===== config.mk =====
export PLATFORM = sky130hd
export DESIGN_NAME = fetch_unit
export DESIGN_NICKNAME = d
export VERILOG_FILES = /design/src/rtl/fetch_unit.sv
export SDC_FILE = /design/constraint.sdc
export NUM_CORES = 1
export LEC_CHECK = 0
export ABC_AREA = 1
export CAP_MARGIN = 25
export CELL_PAD_IN_SITES_DETAIL_PLACEMENT = 2
export CELL_PAD_IN_SITES_GLOBAL_PLACEMENT = 2
export CORE_MARGIN = 3
export CORE_UTILIZATION = 25
export CTS_CLUSTER_DIAMETER = 60
export DETAILED_ROUTE_END_ITERATION = 8
export PLACE_DENSITY = 0.72
export SKIP_CTS_REPAIR_TIMING = 1
export SLEW_MARGIN = 0
export SYNTH_ARGS = -nofsm -noshare
export SYNTH_HDL_FRONTEND = slang
export SYNTH_SLANG_ARGS = --single-unit

===== constraint.sdc =====
create_clock -name CLK -period 6.9 [get_ports CLK]
set_clock_uncertainty 0.2 [all_clocks]
set_input_delay 1.38 -clock CLK [delete_from_list [all_inputs] [get_ports CLK]]
set_output_delay 1.38 -clock CLK [all_outputs]
set_load 0.02 [all_outputs]

===== src/rtl/fetch_unit.sv =====
// Instruction fetch stage: PC, icache request, one-entry fetch buffer.
// Hands instructions to decode and redirects on decode's pc_src choice.
module fetch_unit #(
    parameter logic [31:0] PC_INIT = 32'h0000_0000
) (
    input  logic        CLK,
    input  logic        nRST,
    input  logic        ihit,
    input  logic [31:0] iload,
    output logic        imemREN,
    output logic [31:0] imemaddr,
    output logic [31:0] instr,
    output logic        instr_valid,
    output logic [31:0] npc,
    input  logic        advance,
    input  logic [1:0]  pc_src,
    input  logic [31:0] jr_addr,
    input  logic        halt,
    output logic        halted,
    output logic [31:0] icount
);

    typedef enum logic [1:0] {
        FETCH  = 2'd0,
        HOLD   = 2'd1,
        HALTED = 2'd2
    } state_e;

    state_e      state_q, state_d;
    logic [31:0] pc_q, pc_d;
    logic [31:0] instr_q, instr_d;
    logic [31:0] npc_q, npc_d;
    logic [31:0] icount_q, icount_d;
    logic [31:0] br_off;
    logic [31:0] pc_next;
    logic        take;

    always_ff @(posedge CLK or negedge nRST) begin
        if (!nRST) begin
            state_q <= FETCH;
        end else begin
            state_q <= state_d;
        end
    end

    always_comb begin
        state_d = state_q;
        unique case (state_q)
            FETCH:   if (ihit) state_d = HOLD;
            HOLD:    if (advance) state_d = halt ? HALTED : FETCH;
            HALTED:  state_d = HALTED;
            default: state_d = FETCH;
        endcase
    end

    always_comb begin
        imemREN     = 1'b0;
        instr_valid = 1'b0;
        halted      = 1'b0;
        unique case (state_q)
            FETCH:   imemREN = 1'b1;
            HOLD:    instr_valid = 1'b1;
            HALTED:  halted = 1'b1;
            default: imemREN = 1'b0;
        endcase
    end

    assign take   = (state_q == HOLD) && advance;
    assign br_off = {{14{instr_q[15]}}, instr_q[15:0], 2'b00};

    always_comb begin
        pc_next = npc_q;
        unique case (pc_src)
            2'd0: pc_next = npc_q;
            2'd1: pc_next = npc_q + br_off;
            2'd2: pc_next = {npc_q[31:28], instr_q[25:0], 2'b00};
            2'd3: pc_next = {jr_addr[31:2], 2'b00};
            default: pc_next = npc_q;
        endcase
    end

    always_comb begin
        pc_d     = pc_q;
        instr_d  = instr_q;
        npc_d    = npc_q;
        icount_d = icount_q;
        if ((state_q == FETCH) && ihit) begin
            instr_d = iload;
            npc_d   = pc_q + 32'd4;
        end
        if (take) begin
            icount_d = icount_q + 32'd1;
            // a halting instruction leaves pc where it is
            if (!halt) pc_d = pc_next;
        end
    end

    always_ff @(posedge CLK or negedge nRST) begin
        if (!nRST) begin
            pc_q     <= PC_INIT;
            instr_q  <= 32'h0;
            npc_q    <= 32'h0;
            icount_q <= 32'h0;
        end else begin
            pc_q     <= pc_d;
            instr_q  <= instr_d;
            npc_q    <= npc_d;
            icount_q <= icount_d;
        end
    end

    assign imemaddr = pc_q;
    assign instr    = instr_q;
    assign npc      = npc_q;
    assign icount   = icount_q;

endmodule

==> impl_metrics.ini <==
[status]
status = finished, final reports clean

[routing]
wl_per_cell_um = 20.7
drt-total-wl_um = 41100
drt-pass1-iter-count = 5
vias = 9557
antenna_left = 0
vias_per_cell = 4.82
drc_errors = 0
drt-initial-drc-count = 378

[finish]
final_net_count = 1619
syn_to_final_growth_pct = 34.4
layout_commonest_cell = nand2_1
final_cell_mix = nand2_1 (503), clkdlybuf4s50_1 (198), inv_1 (172)
n_fill_cell = 4162
antennaDiodeCount = 0
post_route_cells_drive_above_1_share = 0.0464

[clocking]
root_buffer = clkbuf_16
clockBufferDepth = 2
htree_levels = 4
cts_tree = done
cts_made_buffers = 17
numClockSinks = 130
path_clk_slew_ns = 0.06
insertion_delay_ns = 0.44

[worst_hold_path]
hp-start = icount[31]$_DFFE_PN0P_
hold_path_end = icount[31]$_DFFE_PN0P_
hp-class = register to register
min_path_cells = 1

[global_route]
grt_pass1_vias = 10600
grt_pass1_wl_um = 63600
grt_max_degree = 96
grt_usage = 0.217
grt_remaining_overflow = 0
antenna_found_initial = 1

[placed_design]
globalplace.congestion = 0.824
port_buffers = 199
dpl.hpwl_um = 31800

[critical_path]
cp_num_cells = 7
worstSetupPathType = input port to register
cp_max_fo = 10
crit_path_top_delay_cell = clkdlybuf4s50_1
path_buf_inv = 3
rrSetupSlack_ns = 3.86
cp_top_family = buffers and inverters
required_ns = 7.04
startpoint_type = input port
crit_chain = clkdlybuf4s50_1 -> inv_1 -> nor2_2 -> clkinv_1 -> o2111ai_1 -> nand2_1 -> o21ai_0
r2r_cells = 13
worstPathArrival_ns = 4.07
r2r-start = npc[2]$_DFFE_PN0P_
cpPeakStageDelay_ns = 0.84
end_kind = register
rr_endpoint = imemaddr[8]$_DFFE_PN0P_

[logic_synthesis]
ys_warn_count = 0
ys_seq_area_frac = 0.365
ys_ff_latch = 130
synth_area_um2 = 8920
syn_inst = 1322
synth_cell_type_count = 43
synth_nets = 1425
synth_enable_flop_cells = 0
synth_top_flop_cell = dfrtp_1
avgSynthCellArea_um2 = 6.75
async_flop_share = 1.00

[floorplanning]
die_h_um = 195
ios = 202
row_count = 68
initial_core_util = 0.256
die_w_um = 195
core-area_um2 = 34900
dieArea_um2 = 38000

[timing]
timing.hold.ws_ns = 0.283
fin_setup_tns_ns = 0
final-hold-violation-count = 0
relSlewSlack = 0.400
setup_viol = 0
rsz0062_at_grt = false
max_freq_mhz = 255
maxSlewViolCount = 0
worstMarginPinSlew_ns = 0.897
min_period_over_period = 0.568
fin_crit_ns = 3.92

[power_and_ir_drop]
power_density_nw_per_um2 = 465
ir_drop_mv = 0.251
p_leak_nw = 5.78

[flow_run]
cap_violations = 0
## synth_stat cells (3+ instances only)
cell	number	share of area
xor2_1	28	0.027
buf_2	5	0.0028
o211ai_1	3	0.0025
a31oi_1	6	0.0042
a21boi_0	4	0.0034
o21ai_0	62	0.035
dfrtp_1	130	0.36
nand4_1	20	0.014
nor4_1	8	0.0056
nand2_2	4	0.0028
nand3_2	3	0.0034
a221oi_1	13	0.013
a21oi_1	37	0.021
o221ai_1	3	0.0029
nand2_1	504	0.21
inv_1	173	0.073
nand3_1	73	0.041
inv_2	3	0.0013
nor2_1	101	0.042
o21bai_1	4	0.0034
ha_1	31	0.043
nor3_1	25	0.014
clkbuf_1	25	0.011
xnor2_1	24	0.024
or2_2	4	0.0028
nand3b_1	3	0.0025
nor2_4	3	0.0038
## power by group
part | internal, mW | switching (mW) | total, mW
logic | 1.18 | 1.99 | 3.17
registers | 1.05 | 0.476 | 1.53
clock network | 0.474 | 0.411 | 0.885
total | 2.70 | 2.88 | 5.58
## kinds of logic after synthesis
kind of cell / Yosys count / synth area share
AO/OA/AOI/OAI: 140 / 0.0916
XOR/XNOR: 52 / 0.0510
adder cells (fa/ha/maj): 32 / 0.0457
buffers and inverters: 208 / 0.0882
flip-flops: 130 / 0.365
AND/OR/NAND/NOR: 760 / 0.359
## registers in the layout, summed over array words and instances, names as in the netlist
register,flops
icount,32
imemaddr,32
instr,32
npc,32
state_q,2
## area by class of cell
type	count	area [um2]	area share
clock buffer	18	439	0.0366
clock inverter	14	105	0.00876
inverter	177	664	0.0554
multi-input combinational	984	4900	0.408
sequential	130	3250	0.271
tap	455	569	0.0475
timing repair buffer	206	2070	0.172
## through the flow
stage	power (mW)	util	cell area (um2)	setup slack [ns]	std cells
2_1_floorplan	3.22	-	8920	4.18	1322
3_3_place_gp	4.61	0.327	11400	2.62	1951
3_5_place_dp	4.71	0.327	11400	2.59	1951
4_1_cts	5.64	0.343	12000	3.05	1983
5_1_grt	6.06	0.344	12000	2.88	1984
6_report	5.58	0.344	12000	2.98	1984
## how the worst max path moves through the flow
stage / startpoint / end / slack (ns)
2_1_floorplan: advance / icount[27]$_DFFE_PN0P_ / 4.18
3_3_place_gp: pc_src[1] / imemaddr[18]$_DFFE_PN0P_ / 2.62
3_5_place_dp: pc_src[1] / imemaddr[15]$_DFFE_PN0P_ / 2.59
4_1_cts: pc_src[1] / imemaddr[7]$_DFFE_PN0P_ / 3.05
5_1_grt: pc_src[1] / imemaddr[31]$_DFFE_PN0P_ / 2.88
6_report: pc_src[1] / imemaddr[7]$_DFFE_PN0P_ / 2.98
## per-layer routing
layer,track usage,vias to the layer above,routed length [um]
met1,0.293,4810,19500
met3,0.0333,27,1210
met5,0,-,13
met2,0.368,129,19900
met4,0.0438,2,491
li1,-,4589,-
Note: power is estimated with default switching activity, not from simulation.
